[src/rtl/ring_buff_mc_if.sv]
// Bus bundle for ring_buff_mc: channel-addressed write/read requests in,
// registered read data, per-channel status and sticky errors out.
interface ring_buff_mc_if #(
  parameter int  NUM_CH    = 4,
  parameter int  DEPTH_CH  = 16,
  parameter type TYPE_FWRD = logic [15:0]
);
  localparam int WIDTH_CH    = (NUM_CH > 1) ? $clog2(NUM_CH) : 1;
  localparam int WIDTH_DEPTH = $clog2(DEPTH_CH);

  logic                                I_We;
  logic [WIDTH_CH-1:0]                 I_WCh;
  TYPE_FWRD                            I_FTk;
  logic                                I_Re;
  logic [WIDTH_CH-1:0]                 I_RCh;
  TYPE_FWRD                            O_FTk;
  logic                                O_Valid;
  logic [NUM_CH-1:0]                   O_Full;
  logic [NUM_CH-1:0]                   O_Empty;
  logic [NUM_CH-1:0]                   O_AFull;
  logic [NUM_CH*(WIDTH_DEPTH+1)-1:0]   O_Num;
  logic [1:0]                          O_Err;

  modport master (
    output I_We, I_WCh, I_FTk, I_Re, I_RCh,
    input  O_FTk, O_Valid, O_Full, O_Empty, O_AFull, O_Num, O_Err
  );

  modport slave (
    input  I_We, I_WCh, I_FTk, I_Re, I_RCh,
    output O_FTk, O_Valid, O_Full, O_Empty, O_AFull, O_Num, O_Err
  );
endinterface

[src/rtl/ring_buff_mc.sv]
// Multi-channel ring buffer: NUM_CH independent FIFOs in one partitioned array,
// registered read port, per-channel almost-full with hysteresis, sticky errors.
module ring_buff_mc_ch #(
  parameter int DEPTH_CH = 16,
  parameter int AFULL_HI = DEPTH_CH - 2,
  parameter int AFULL_LO = DEPTH_CH / 2,
  parameter int WD       = $clog2(DEPTH_CH)
) (
  input  logic          clock,
  input  logic          reset,
  input  logic          wr,
  input  logic          rd,
  output logic [WD-1:0] waddr,
  output logic [WD-1:0] raddr,
  output logic [WD:0]   count,
  output logic          afull
);
  always_ff @(posedge clock) begin
    if (reset) begin
      waddr <= '0;
      raddr <= '0;
      count <= '0;
      afull <= 1'b0;
    end else begin
      if (wr) waddr <= waddr + 1'b1;
      if (rd) raddr <= raddr + 1'b1;
      case ({wr, rd})
        2'b10:   count <= count + 1'b1;
        2'b01:   count <= count - 1'b1;
        default: count <= count;
      endcase
      // Hysteresis on the pre-cycle count; set wins when both thresholds hit.
      if (count >= (WD+1)'(AFULL_HI))     afull <= 1'b1;
      else if (count < (WD+1)'(AFULL_LO)) afull <= 1'b0;
    end
  end
endmodule

module ring_buff_mc #(
  parameter int  NUM_CH    = 4,
  parameter int  DEPTH_CH  = 16,
  parameter type TYPE_FWRD = logic [15:0],
  parameter int  AFULL_HI  = DEPTH_CH - 2,
  parameter int  AFULL_LO  = DEPTH_CH / 2
) (
  input  logic           clock,
  input  logic           reset,
  ring_buff_mc_if.slave  bus
);
  localparam int WIDTH_CH    = (NUM_CH > 1) ? $clog2(NUM_CH) : 1;
  localparam int WIDTH_DEPTH = $clog2(DEPTH_CH);
  localparam int WN          = WIDTH_DEPTH + 1;

  logic [NUM_CH-1:0][WIDTH_DEPTH-1:0] waddr, raddr;
  logic [NUM_CH-1:0][WN-1:0]          cnt;
  logic [NUM_CH-1:0]                  full, empty, afull, wr, rd;
  logic                               wfull_sel, rempty_sel, we_ok, re_ok;
  logic [WIDTH_DEPTH-1:0]             wa_sel, ra_sel;

  TYPE_FWRD                           mem [NUM_CH*DEPTH_CH];
  TYPE_FWRD                           ftk_q;
  logic                               valid_q;
  logic [1:0]                         err_q;

  // An unmapped channel number behaves as full and empty, so it is rejected.
  always_comb begin
    wfull_sel  = 1'b1;
    rempty_sel = 1'b1;
    wa_sel     = '0;
    ra_sel     = '0;
    for (int c = 0; c < NUM_CH; c++) begin
      if (bus.I_WCh == WIDTH_CH'(c)) begin
        wfull_sel = full[c];
        wa_sel    = waddr[c];
      end
      if (bus.I_RCh == WIDTH_CH'(c)) begin
        rempty_sel = empty[c];
        ra_sel     = raddr[c];
      end
    end
  end

  assign we_ok = bus.I_We & ~wfull_sel;
  assign re_ok = bus.I_Re & ~rempty_sel;

  for (genvar c = 0; c < NUM_CH; c++) begin : g_ch
    assign full[c]  = (cnt[c] == WN'(DEPTH_CH));
    assign empty[c] = (cnt[c] == '0);
    assign wr[c]    = we_ok & (bus.I_WCh == WIDTH_CH'(c));
    assign rd[c]    = re_ok & (bus.I_RCh == WIDTH_CH'(c));

    ring_buff_mc_ch #(
      .DEPTH_CH (DEPTH_CH),
      .AFULL_HI (AFULL_HI),
      .AFULL_LO (AFULL_LO),
      .WD       (WIDTH_DEPTH)
    ) u_ch (
      .clock (clock),
      .reset (reset),
      .wr    (wr[c]),
      .rd    (rd[c]),
      .waddr (waddr[c]),
      .raddr (raddr[c]),
      .count (cnt[c]),
      .afull (afull[c])
    );
  end

  // Slot index {ch, addr} equals ch*DEPTH_CH + addr since DEPTH_CH is 2^n.
  always_ff @(posedge clock) begin
    if (!reset && we_ok) mem[{bus.I_WCh, wa_sel}] <= bus.I_FTk;
  end

  always_ff @(posedge clock) begin
    if (reset) begin
      ftk_q   <= '0;
      valid_q <= 1'b0;
      err_q   <= 2'b00;
    end else begin
      valid_q <= re_ok;
      ftk_q   <= re_ok ? mem[{bus.I_RCh, ra_sel}] : '0;
      err_q   <= err_q | {bus.I_Re & rempty_sel, bus.I_We & wfull_sel};
    end
  end

  assign bus.O_FTk   = ftk_q;
  assign bus.O_Valid = valid_q;
  assign bus.O_Full  = full;
  assign bus.O_Empty = empty;
  assign bus.O_AFull = afull;
  assign bus.O_Num   = cnt;
  assign bus.O_Err   = err_q;
endmodule

[src/flat_wrapper.sv]
// flat-port wrapper written by rule: the top's interface ports become plain ports
module ring_buff_mc_flat 
#(
  parameter int  NUM_CH    = 4,
  parameter int  DEPTH_CH  = 16,
  parameter type TYPE_FWRD = logic [15:0],
  parameter int  AFULL_HI  = DEPTH_CH - 2,
  parameter int  AFULL_LO  = DEPTH_CH / 2
)
  (clock, reset, bus_I_We, bus_I_WCh, bus_I_FTk, bus_I_Re, bus_I_RCh, bus_O_FTk, bus_O_Valid, bus_O_Full, bus_O_Empty, bus_O_AFull, bus_O_Num, bus_O_Err);
  ring_buff_mc_if #(.NUM_CH(NUM_CH), .DEPTH_CH(DEPTH_CH), .TYPE_FWRD(TYPE_FWRD)) bus_i ();
  input  logic clock;
  input  logic reset;
  input wire logic [$bits(bus_i.I_We)-1:0] bus_I_We;
  input wire logic [$bits(bus_i.I_WCh)-1:0] bus_I_WCh;
  input wire logic [$bits(bus_i.I_FTk)-1:0] bus_I_FTk;
  input wire logic [$bits(bus_i.I_Re)-1:0] bus_I_Re;
  input wire logic [$bits(bus_i.I_RCh)-1:0] bus_I_RCh;
  output wire logic [$bits(bus_i.O_FTk)-1:0] bus_O_FTk;
  output wire logic [$bits(bus_i.O_Valid)-1:0] bus_O_Valid;
  output wire logic [$bits(bus_i.O_Full)-1:0] bus_O_Full;
  output wire logic [$bits(bus_i.O_Empty)-1:0] bus_O_Empty;
  output wire logic [$bits(bus_i.O_AFull)-1:0] bus_O_AFull;
  output wire logic [$bits(bus_i.O_Num)-1:0] bus_O_Num;
  output wire logic [$bits(bus_i.O_Err)-1:0] bus_O_Err;
  assign bus_i.I_We = bus_I_We;
  assign bus_i.I_WCh = bus_I_WCh;
  assign bus_i.I_FTk = bus_I_FTk;
  assign bus_i.I_Re = bus_I_Re;
  assign bus_i.I_RCh = bus_I_RCh;
  assign bus_O_FTk = bus_i.O_FTk;
  assign bus_O_Valid = bus_i.O_Valid;
  assign bus_O_Full = bus_i.O_Full;
  assign bus_O_Empty = bus_i.O_Empty;
  assign bus_O_AFull = bus_i.O_AFull;
  assign bus_O_Num = bus_i.O_Num;
  assign bus_O_Err = bus_i.O_Err;
  ring_buff_mc #(.NUM_CH(NUM_CH), .DEPTH_CH(DEPTH_CH), .TYPE_FWRD(TYPE_FWRD), .AFULL_HI(AFULL_HI), .AFULL_LO(AFULL_LO)) u_core (.clock(clock), .reset(reset), .bus(bus_i));
endmodule
[config.mk]
export PLATFORM = sky130hd
export DESIGN_NAME = ring_buff_mc_flat
export DESIGN_NICKNAME = d
export VERILOG_FILES = /design/src/rtl/ring_buff_mc_if.sv /design/src/rtl/ring_buff_mc.sv /design/src/flat_wrapper.sv
export SDC_FILE = /design/constraint.sdc
export NUM_CORES = 1
export LEC_CHECK = 0
export ABC_AREA = 1
export BUFFER_PORTS_ARGS = -buffer_cell sky130_fd_sc_hd__buf_4
export CAP_MARGIN = 20
export CORE_ASPECT_RATIO = 0.8
export CORE_MARGIN = 2
export CORE_UTILIZATION = 30
export DETAILED_ROUTE_END_ITERATION = 7
export SYNTH_ARGS = -nofsm -noshare
export SYNTH_HDL_FRONTEND = slang
export SYNTH_HIERARCHICAL = 1
export SYNTH_SLANG_ARGS = --single-unit
[constraint.sdc]
create_clock -name clock -period 2.39 [get_ports clock]
set_input_delay 0 -clock clock [delete_from_list [all_inputs] [get_ports clock]]
set_output_delay 0 -clock clock [all_outputs]
set_load 0.02 [all_outputs]
==> results.py <==
metrics = {
    "setup_path": {
        "reg2reg_to": "u_core/g_ch[2].u_ch/count[4]",
        "path_class": "reg2out",
        "cp_data_required_time_ps": 2390,
        "rrSetupSlack_ps": -110,
        "startpoint_type": "register",
        "crit_start": "u_core/g_ch[0].u_ch/count[0]",
        "slowest_stage": "dfxtp_2",
        "cpMostUsedCell": "buf_4",
        "worstPathBufferInverterCount": 12,
        "crit_path_max_incr_delay_ps": 350,
        "cp_num_cells": 14,
        "cp_data_arrival_time_ps": 2520,
        "reg2reg_depth": 19,
        "crit_family": "buffers and inverters",
        "worstSetupEndpointType": "output port",
        "critPathMaxFanout": 2,
        "r2r-start": "u_core/g_ch[3].u_ch/count[3]",
        "crit_chain": "nor4_4, nand2_1, inv_2, buf_4, buf_4, buf_4, buf_4, buf_4, buf_4, buf_4, buf_4, buf_4, buf_6, buf_6",
        "crit_end": "bus_O_Full[0]",
    },
    "clock_network": {
        "cts_buffer_depth": 3,
        "numCtsBuffers": 109,
        "cts_tree": "yes",
        "cts-htree-levels": 3,
        "root_buffer": "clkbuf_16",
        "cts.clk_slew.worst_paths_ps": 60,
        "clock_latency_ps": 720,
        "cts_num_sinks": 1099,
    },
    "cells_and_area": {
        "n_antenna_cell": 0,
        "fin_util": 0.379,
        "layout-drive-gt1-share": 0.184,
        "area_delta_synth_final_pct": 25.7,
        "final_nets": 5451,
    },
    "power_and_ir_drop": {
        "p_seq_frac": 0.466,
        "power.density_nw_per_um2": 741,
        "clockPowerShare": 0.388,
        "switchingPower_uw": 11700,
        "pwr-share-comb": 0.145,
        "p_int_uw": 33800,
        "p_sw_frac": 0.257,
        "power.static_leakage_uw": 0.0262,
        "ir_drop_mv": 0.571,
    },
    "grt": {
        "grt_pass1_wl_mm": 207,
        "grt.total_usage": 0.164,
        "first_global_vias": 33600,
        "antenna_found_initial": 2,
        "grt_overflow": 0,
        "grt_start_max_net_pins": 65,
    },
    "floorplan": {
        "core_area_um2": 162000,
        "die-area_um2": 166000,
        "initial_core_util": 0.302,
        "io_pins": 75,
        "dieWidth_um": 455,
        "dieHeight_um": 365,
        "core.rowCount": 132,
    },
    "timing": {
        "tightest_slew_ps": 1070,
        "period_share": 1.06,
        "finalHoldViolCount": 0,
        "clock_skew_ps": 28.1,
        "rsz0062_at_grt": "yes",
        "fin_ws_ps": -134,
        "drv_slew": 0,
        "slew_headroom": 0.284,
        "fin_crit_ps": 2520,
        "finalSetupViolCount": 36,
        "finalSetupTns_ps": -1160,
        "max_freq_mhz": 396,
    },
    "status": {
        "violations": "negative setup slack",
        "run_status": "finished, violations left",
    },
    "synth": {
        "synth-edff-count": 1024,
        "ys_seq_elements": 1099,
        "synth_area_per_cell_um2": 9.84,
        "yosysTopAreaCellShare": 0.630,
        "muxShareOfSynthArea": 0,
        "netlist_top_cells_count": "nand2_1 (1332), inv_1 (1028), edfxtp_1 (1024)",
        "yosys.area_share.simple": 0.217,
        "synth_xor_xnor_area_share": 0.00215,
        "synthAdderAreaFrac": 0.00590,
        "yosysMostFrequentCell": "nand2_1",
        "seq_area_frac_synth": 0.661,
        "synthArstFlopShare": 0,
        "ys_types": 30,
        "netlist_top_cells_area": "edfxtp_1 (63%), nand2_1 (10%), nand3_1 (9.0%)",
        "synth_compound_gate_area_share": 0.0100,
        "syn_inst": 4960,
        "synth_top_family_by_area": "simple AND/OR/NAND/NOR gates",
        "ys.flop_type": "edfxtp_1",
        "ys_warn_count": 6,
        "yosysTopAreaCell": "edfxtp_1",
        "netlist_area_um2": 48800,
        "syn-num-nets": 5007,
    },
    "routing": {
        "drc_errors": 0,
        "drt-pass1-iter-count": 6,
        "vias": 35400,
        "via_per_inst": 4.63,
        "first_iter_violations": 3968,
        "wl_per_cell_um": 18.5,
        "drt_wl_total_mm": 141,
        "ant_nets": 0,
    },
    "placement": {
        "dpl.hpwl_mm": 84.1,
        "place_ws_ps": -417,
        "io_buffers": 74,
        "gp_congestion": 0.873,
    },
    "job": {
        "drv_cap": 0,
    },
    "min_path": {
        "hold_path.class": "in2reg",
    },
}
[stage by stage]
step	hold WS, ps	instances	area [um2]	power, uW
global route	34.7	7641	61300	46900
CTS	19.9	7598	60000	45200
floorplan	69.1	4960	49100	24600
finish	37.4	7641	61300	45400
global placement	245	7304	54900	27300
detailed placement	255	7305	54900	27300
[final cells by class]
| type | instances | area [um2] |
|---|---|---|
| Sequential cell | 1099 | 32300 |
| Clock inverter | 59 | 569 |
| Timing Repair Buffer | 553 | 6190 |
| Tap cell | 2144 | 2680 |
| Multi-Input combinational cell | 2601 | 12600 |
| Inverter | 1040 | 3940 |
| Clock buffer | 145 | 3100 |
| Fill cell | 15600 | 100000 |
[per-layer routing]
layer / global-route usage / wire length (um) / share of wire / vias to the layer above
met5: 0 / 26 / 0.00018 / -
met4: 0.0468 / 3560 / 0.025 / 4
met3: 0.0349 / 13000 / 0.092 / 196
met2: 0.249 / 61300 / 0.43 / 1430
met1: 0.235 / 63300 / 0.45 / 17000
li1: - / - / - / 16800
[how the worst min path moves through the flow]
stage / start / end / depth (start not counted)
global placement: bus_I_We / u_core/bus.O_Err[0] / 3
detailed placement: bus_I_We / u_core/bus.O_Err[0] / 3
CTS: bus_I_FTk[15] / u_core/mem[61][15] / 1
global route: bus_I_FTk[15] / u_core/mem[61][15] / 1
floorplan: reset / u_core/g_ch[0].u_ch/afull / 1
finish: bus_I_FTk[15] / u_core/mem[61][15] / 1
[kinds of logic after synthesis]
logic type               Yosys count
AND/OR/NAND/NOR                 2473
buffers and inverters           1260
flip-flops                      1099
AO/OA/AOI/OAI                     93
adder cells (fa/ha/maj)           23
XOR/XNOR                          12
[flip-flops by register name, indices dropped and copies added, names as in the netlist]
name,count
u_core/mem,1024
u_core/g_ch.u_ch/count,20
u_core/g_ch.u_ch/raddr,16
u_core/bus.O_FTk,16
u_core/bus.O_Valid,1
u_core/g_ch.u_ch/afull,4
u_core/g_ch.u_ch/waddr,16
u_core/bus.O_Err,2
[timing repair]
| action | CTS | global route |
|---|---|---|
| hold buffers | 20 | 0 |
| endpoints found under the hold margin | 861 | 0 |
| gates resized for setup | 77 | 200 |
| setup endpoints to repair | 519 | 536 |
| cloned | 4 | 12 |
| pin swaps | 31 | 62 |
| buffers inserted | 67 | 35 |
[power groups by stage]
stage | Sequential [uW] | Clock [uW] | Combinational, uW
6_report | 21200 | 17600 | 6610
5_1_grt | 21200 | 18600 | 7100
4_1_cts | 21200 | 17900 | 6070
3_5_place_dp | 21600 | 0 | 5710
3_3_place_gp | 21600 | 0 | 5660
2_1_floorplan | 21700 | 0 | 2940
[placed cells by master, fill, tap and decap left out, types with 25 or more instances in the layout]
cell       Yosys  routed
nand2_1     1332    1274
edfxtp_1    1024    1024
inv_1       1028    1006
nand3_1      875     834
buf_4         45     365
clkbuf_16      0     128
nor2_1       199     113
buf_12         0     107
nand2_2       16      62
nor2_4         6      54
dfxtp_1       75      53
nand3_2        7      46
nor2_2         2      40
a21oi_1       43      40
o21ai_0       38      33
buf_6          1      32
inv_2         12      25
(Power assumes the default switching activity.)
